<file path="config.mk">
export PLATFORM = sky130hd
export DESIGN_NAME = pacman_controller
export DESIGN_NICKNAME = d
export VERILOG_FILES = /design/src/rtl/pacman_controller.sv
export SDC_FILE = /design/constraint.sdc
export NUM_CORES = 1
export LEC_CHECK = 0
export CAP_MARGIN = 10
export CELL_PAD_IN_SITES_DETAIL_PLACEMENT = 1
export CELL_PAD_IN_SITES_GLOBAL_PLACEMENT = 2
export CORE_MARGIN = 2
export CORE_UTILIZATION = 37
export CTS_CLUSTER_DIAMETER = 200
export DETAILED_ROUTE_END_ITERATION = 8
export GPL_TIMING_DRIVEN = 0
export PLACE_DENSITY_LB_ADDON = 0.1
export SYNTH_ARGS = -nofsm -noshare
export SYNTH_HDL_FRONTEND = slang
export SYNTH_SLANG_ARGS = --single-unit
</file>
<file path="constraint.sdc">
create_clock -name clk2 -period 3.9 [get_ports clk2]
set_input_delay 0.585 -clock clk2 [delete_from_list [all_inputs] [get_ports clk2]]
set_output_delay 0.585 -clock clk2 [all_outputs]
set_load 0.05 [all_outputs]
</file>
<file path="src/rtl/pacman_controller.sv">
`default_nettype none
// ============================================================================
// Module      : pacman_controller
// Description : Player movement stage. Decodes keyboard keycodes into a
//               requested direction and moves Pac-Man by one tile per move
//               tick. Wall data comes from an external synchronous wall-row
//               ROM through a read port owned by this block. A requested turn
//               stays buffered until the maze lets it be taken.
// Ports       : clk2          game clock
//               reset         asynchronous, active-high
//               move_tick     1-cycle pulse requesting one movement step
//               freeze        hold position / abort a step in progress
//               keycode       USB HID keycode, sampled every cycle
//               wall_row_addr row index presented to the wall ROM
//               wall_row_data ROM row for the previous cycle's address
//               pacman_x/y    current tile coordinates
//               pac_dir       0 none, 1 up, 2 down, 3 left, 4 right
//               moved         1-cycle pulse: position changed this step
// Revision    : 1.0 - initial release
// ============================================================================
module pacman_controller #(
    parameter int COLS    = 21,
    parameter int ROWS    = 31,
    parameter int START_X = 10,
    parameter int START_Y = 15,
    parameter int TUNNEL  = 1
) (
    input  logic            clk2,
    input  logic            reset,
    input  logic            move_tick,
    input  logic            freeze,
    input  logic [7:0]      keycode,
    output logic [4:0]      wall_row_addr,
    input  logic [COLS-1:0] wall_row_data,
    output logic [4:0]      pacman_x,
    output logic [4:0]      pacman_y,
    output logic [2:0]      pac_dir,
    output logic            moved
);

    localparam logic [4:0] c_last_col = 5'(COLS - 1);
    localparam logic [4:0] c_last_row = 5'(ROWS - 1);
    localparam logic [4:0] c_start_x  = 5'(START_X);
    localparam logic [4:0] c_start_y  = 5'(START_Y);
    localparam logic       c_tunnel   = (TUNNEL != 0);

    localparam logic [2:0] c_dir_none  = 3'd0;
    localparam logic [2:0] c_dir_up    = 3'd1;
    localparam logic [2:0] c_dir_down  = 3'd2;
    localparam logic [2:0] c_dir_left  = 3'd3;
    localparam logic [2:0] c_dir_right = 3'd4;

    typedef enum logic [2:0] {
        S_IDLE = 3'd0,
        S_CUR  = 3'd1,
        S_UP   = 3'd2,
        S_DN   = 3'd3,
        S_DEC  = 3'd4
    } state_t;

    state_t          r_state;
    state_t          w_state_next;

    logic [4:0]      r_x;
    logic [4:0]      r_y;
    logic [2:0]      r_pac_dir;
    logic [2:0]      r_want_dir;
    logic            r_moved;
    logic [COLS-1:0] r_cur_row;
    logic [COLS-1:0] r_up_row;

    logic [4:0]      w_x_dec;
    logic [4:0]      w_x_inc;
    logic [7:0]      w_open;
    logic            w_take_want;
    logic            w_take_cur;
    logic [2:0]      w_step_dir;
    logic [4:0]      w_next_x;
    logic [4:0]      w_next_y;

    assign pacman_x = r_x;
    assign pacman_y = r_y;
    assign pac_dir  = r_pac_dir;
    assign moved    = r_moved;

    assign w_x_dec = r_x - 5'd1;
    assign w_x_inc = r_x + 5'd1;

    // ------------------------------------------------------------------
    // Direction request register: unrecognised codes (including 0x00)
    // keep the previous request so a turn stays buffered.
    // ------------------------------------------------------------------
    always_ff @(posedge clk2 or posedge reset) begin
        if (reset) begin
            r_want_dir <= c_dir_none;
        end else begin
            case (keycode)
                8'h1A:   r_want_dir <= c_dir_up;
                8'h16:   r_want_dir <= c_dir_down;
                8'h04:   r_want_dir <= c_dir_left;
                8'h07:   r_want_dir <= c_dir_right;
                default: r_want_dir <= r_want_dir;
            endcase
        end
    end

    // ------------------------------------------------------------------
    // Passability per direction, indexed by direction code. Only
    // meaningful in S_DEC, where wall_row_data holds the row below.
    // Board top/bottom edges block regardless of the wrapped ROM read.
    // ------------------------------------------------------------------
    always_comb begin
        w_open              = 8'h00;
        w_open[c_dir_up]    = (r_y != 5'd0) && !r_up_row[r_x];
        w_open[c_dir_down]  = (r_y != c_last_row) && !wall_row_data[r_x];
        w_open[c_dir_left]  = (r_x != 5'd0) ? !r_cur_row[w_x_dec]
                                            : (c_tunnel && !r_cur_row[COLS-1]);
        w_open[c_dir_right] = (r_x != c_last_col) ? !r_cur_row[w_x_inc]
                                                  : (c_tunnel && !r_cur_row[0]);
    end

    // The requested turn has priority; otherwise keep going straight.
    assign w_take_want = (r_want_dir != c_dir_none) && w_open[r_want_dir];
    assign w_take_cur  = (r_pac_dir  != c_dir_none) && w_open[r_pac_dir];
    assign w_step_dir  = w_take_want ? r_want_dir : r_pac_dir;

    // Horizontal wrap is only reachable when the tunnel made it open.
    always_comb begin
        w_next_x = r_x;
        w_next_y = r_y;
        case (w_step_dir)
            c_dir_up:    w_next_y = r_y - 5'd1;
            c_dir_down:  w_next_y = r_y + 5'd1;
            c_dir_left:  w_next_x = (r_x == 5'd0) ? c_last_col : w_x_dec;
            c_dir_right: w_next_x = (r_x == c_last_col) ? 5'd0 : w_x_inc;
            default: begin
                w_next_x = r_x;
                w_next_y = r_y;
            end
        endcase
    end

    // ------------------------------------------------------------------
    // Sequencer: the ROM answers one cycle after the address, so rows
    // y, y-1 and y+1 arrive in S_UP, S_DN and S_DEC respectively.
    // ------------------------------------------------------------------
    always_ff @(posedge clk2 or posedge reset) begin
        if (reset) begin
            r_state <= S_IDLE;
        end else begin
            r_state <= w_state_next;
        end
    end

    always_comb begin
        w_state_next  = r_state;
        wall_row_addr = r_y;
        case (r_state)
            S_IDLE: begin
                if (move_tick && !freeze) begin
                    w_state_next = S_CUR;
                end
            end
            S_CUR: begin
                w_state_next = freeze ? S_IDLE : S_UP;
            end
            S_UP: begin
                wall_row_addr = r_y - 5'd1;
                w_state_next  = freeze ? S_IDLE : S_DN;
            end
            S_DN: begin
                wall_row_addr = r_y + 5'd1;
                w_state_next  = freeze ? S_IDLE : S_DEC;
            end
            S_DEC: begin
                wall_row_addr = r_y + 5'd1;
                w_state_next  = S_IDLE;
            end
            default: begin
                w_state_next = S_IDLE;
            end
        endcase
    end

    // ------------------------------------------------------------------
    // Row capture and position update.
    // ------------------------------------------------------------------
    always_ff @(posedge clk2 or posedge reset) begin
        if (reset) begin
            r_x       <= c_start_x;
            r_y       <= c_start_y;
            r_pac_dir <= c_dir_none;
            r_moved   <= 1'b0;
            r_cur_row <= '0;
            r_up_row  <= '0;
        end else begin
            r_moved <= 1'b0;
            case (r_state)
                S_UP: r_cur_row <= wall_row_data;
                S_DN: r_up_row  <= wall_row_data;
                S_DEC: begin
                    if (!freeze && (w_take_want || w_take_cur)) begin
                        r_x       <= w_next_x;
                        r_y       <= w_next_y;
                        r_pac_dir <= w_step_dir;
                        r_moved   <= 1'b1;
                    end
                end
                default: begin
                    r_moved <= 1'b0;
                end
            endcase
        end
    end

endmodule
`default_nettype wire

</file>
==> results_dict.tcl, run 1 <==
set metrics [dict create \
    status "finished clean" \
    start_util_pct 38.0 \
    syn_inst 377 \
    synth_xor_area_share_pct 3.41 \
    synth_area_per_cell_sq_um 10.9 \
    drt_pre_antenna_iters 4 \
    grt_pass1_wl_microns 18800 \
    path_max_fanout 10 \
    hp-class "reg2reg" \
    critPathCaptureType "register" \
    clkTransAtPathRegs_ns 0.07 \
    ys_seq_area_share_pct 37.9 \
    vdd_ir_drop_max_v 0.000257 \
    synthFlopType "dfrtp_1" \
    synth_nets 417 \
    global_route.usage.total_pct 21.0 \
    root_buffer "clkbuf_8" \
    drv_cap 0 \
    worst_hold_slack_ns 0.505 \
    cp_slowest_cell "mux4_1" \
    drtAntennaViolNets 0 \
    period_minus_slack_ns 3.61 \
    cp-start-kind "register" \
    vias 3266 \
    routed_wl_microns 11400 \
    synthArstFlopShare_pct 100 \
    criticalPathCategory "reg2reg" \
    drc 0 \
    nNetsFinal 480 \
    muxShareOfSynthArea_pct 25.1 \
    dieArea_sq_mm 0.0120 \
    synth-adder-area-share_pct 2.13 \
    grt_use_met2_pct 31.3 \
    max_slew_margin_pct 54.8 \
    synthSimpleGateAreaFrac_pct 14.8 \
    syn_area_sq_mm 0.00412 \
    die_y_microns 109 \
    rows 38 \
    ios 52 \
    antenna_found_initial 0 \
    seq_area_sq_mm 0.00156 \
    met1_usage_pct 30.5 \
    final_common_cell "dfrtp_1" \
    wire_per_inst_microns 19.5 \
    cts_sinks 62 \
    holdBufCountCts 0 \
    place_congestion 0.856 \
    path_buf_inv 4 \
    worstPathRequired_ns 4.14 \
    drt_iter0_drc 126 \
    synth_cell_types 62 \
    grt_busiest_layer "met2" \
    pwr_density_cell_mw_per_mm2 551 \
    grt_overflow 0 \
    fmax_ghz 0.277 \
    grt_max_degree 41 \
    synth_edf_count 0 \
    cp_slowest_stage_delay_ns 0.51 \
    p_leak_nw 2.05 \
    worst_pin_slew_ns 0.677 \
    synth_top_family_by_area "multiplexers" \
    cts-buffers-inserted 9 \
    core-area_sq_mm 0.0108 \
    clock_skew_ns 0.00971 \
    fillers 1221 \
    dp_hpwl_microns 8680 \
    gr-usage-met3_pct 3.68 \
    ys_ff_latch 62 \
    worstPathCellList "buf_8 > buf_6 > buf_6 > inv_1 > ha_2 > mux4_2 > mux4_1 > nand2_1 > a211oi_1 > nor2_2 > nor2_1 > nor2_1 > mux2_2" \
    slew_violations 0 \
    r2r-start "pacman_x[0]$_DFFE_PP0P_" \
    fin_tns_setup_ns 0 \
    setup_viol_count_final 0 \
    cts_tree "done" \
    via_per_inst 5.59 \
    period_share_pct 92.5 \
    antennaDiodeCount 0 \
    grt_pass1_vias 3424 \
    die-width_microns 109 \
    clk_latency_ns 0.36 \
    clk_path_buf_depth 2 \
    area_growth_syn_to_layout_pct 23.4 \
    multi_input_area_sq_mm 0.00241 \
    htree_levels 3 \
    io_buffers 51 \
    path_delay_family "multiplexers" \
    cp.arrival_ns 3.84 \
    finalHoldViolCount 0 \
    finalPower_mw 2.80 \
    layout-drive-gt1-share_pct 23.9 \
    yosysWarningCount 0 \
    startpoint "pacman_x[0]$_DFFE_PP0P_" \
    final_cell_mix "dfrtp_1 (56), clkdlybuf4s50_1 (51), mux2_2 (43)" \
    synth-compound-area-share_pct 12.8 \
    hp-start "r_up_row[3]$_DFFE_PP0N_" \
]
==> per-layer routing <==
layer | vias up | routed length [microns]
met3 | 17 | 455
met1 | 1653 | 5550
met2 | 64 | 5180
li1 | 1532 | -
met4 | 0 | 230
met5 | - | 0
==> worst paths after layout <==
check,to,slack (ns),cells after the start
setup / recovery,pac_dir[1]$_DFFE_PP0P_,0.29,13
hold / removal,r_up_row[3]$_DFFE_PP0N_,0.51,1
hold reg to reg,r_up_row[3]$_DFFE_PP0N_,0.51,1
max in group asynchronous,r_up_row[18]$_DFFE_PP0N_,2.70,3
min in group asynchronous,r_cur_row[0]$_DFFE_PP0P_,0.59,2
setup reg to reg,pac_dir[1]$_DFFE_PP0P_,0.29,13
==> per-stage QoR <==
step	utilization, %	cells	setup WS (ns)	cell area (sq um)
6_report	46.8	584	0.294	5080
5_1_grt	46.8	584	-0.00887	5080
3_5_place_dp	44.5	569	-0.205	4820
3_3_place_gp	44.3	568	-0.153	4800
2_1_floorplan	-	377	0.273	4120
4_1_cts	46.5	584	0.0195	5040
==> registers in the layout, summed over array words and instances (netlist names) <==
register    flops
r_want_dir      3
pacman_x        5
pac_dir         3
r_cur_row      21
pacman_y        5
moved           1
r_state         3
r_up_row       21
==> synth_stat cells, drive strengths merged (3+ instances only) <==
library cell	number	area, sq um
xor2	7	61.3
o31ai	3	27.5
and2	4	25.0
xnor2	9	78.8
a22oi	4	35.0
a31oi	4	25.0
ha	7	87.6
a211oi	3	22.5
dfrtp	56	1400
nor2	22	82.6
nand2	25	93.8
clkbuf	11	41.3
o22ai	3	18.8
or2	4	25.0
a21oi	18	97.6
mux2i	10	100
nand4	4	25.0
o21ai	19	106
mux2	43	484
buf	10	72.6
and3	3	18.8
mux4	19	447
dfstp	6	158
nand2b	9	56.3
nor3	6	41.3
inv	13	48.8
nor4	4	25.0
nor3b	4	30.0
a211o	3	26.3
nand3	14	70.1
==> cell families after synthesis <==
family / after synthesis
compound gates: 74
xor+xnor: 16
fa+ha+maj: 7
buf+inv: 34
flops: 62
mux: 72
simple gates: 112
==> area by class of cell <==
| class | instances | area share [%] |
|---|---|---|
| clock inverter | 3 | 1.36 |
| buffer | 20 | 2.54 |
| multi-input combinational | 281 | 47.5 |
| timing repair buffer | 53 | 10.6 |
| clock buffer | 12 | 2.86 |
| tap | 140 | 3.45 |
| inverter | 13 | 0.961 |
| sequential | 62 | 30.7 |
==> where the power goes <==
group	total, mW	internal, mW	leakage, nW	switching (mW)
sequential	1.08	0.888	0.741	0.189
combinational	1.08	0.563	1.20	0.520
clock	0.638	0.376	0.107	0.262
==> worst reg2reg max path: cells and delay by family, from the launching register on <==
family,cells,cell delay [ns]
compound gates,1,0.14
flops,1,0.39
fa+ha+maj,1,0.39
buf+inv,4,0.62
simple gates,4,0.73
mux,3,1.22
==> what timing repair did <==
item                       4_1_cts  5_1_grt
resized for setup                4        8
pin swaps                        0        2
setup endpoints to repair       10       12
setup buffers                    0        1
(Power assumes the default switching activity.)
==> inputs of run 2 (changes only) <==
--- a/config.mk
+++ b/config.mk
@@ -10,7 +10,6 @@
 export CELL_PAD_IN_SITES_GLOBAL_PLACEMENT = 2
 export CORE_MARGIN = 2
 export CORE_UTILIZATION = 37
-export CTS_CLUSTER_DIAMETER = 200
 export DETAILED_ROUTE_END_ITERATION = 8
 export GPL_TIMING_DRIVEN = 0
 export PLACE_DENSITY_LB_ADDON = 0.1
==> results of run 2 <==
Same layout as run 1: the final DEF is identical, and so are final timing and power.
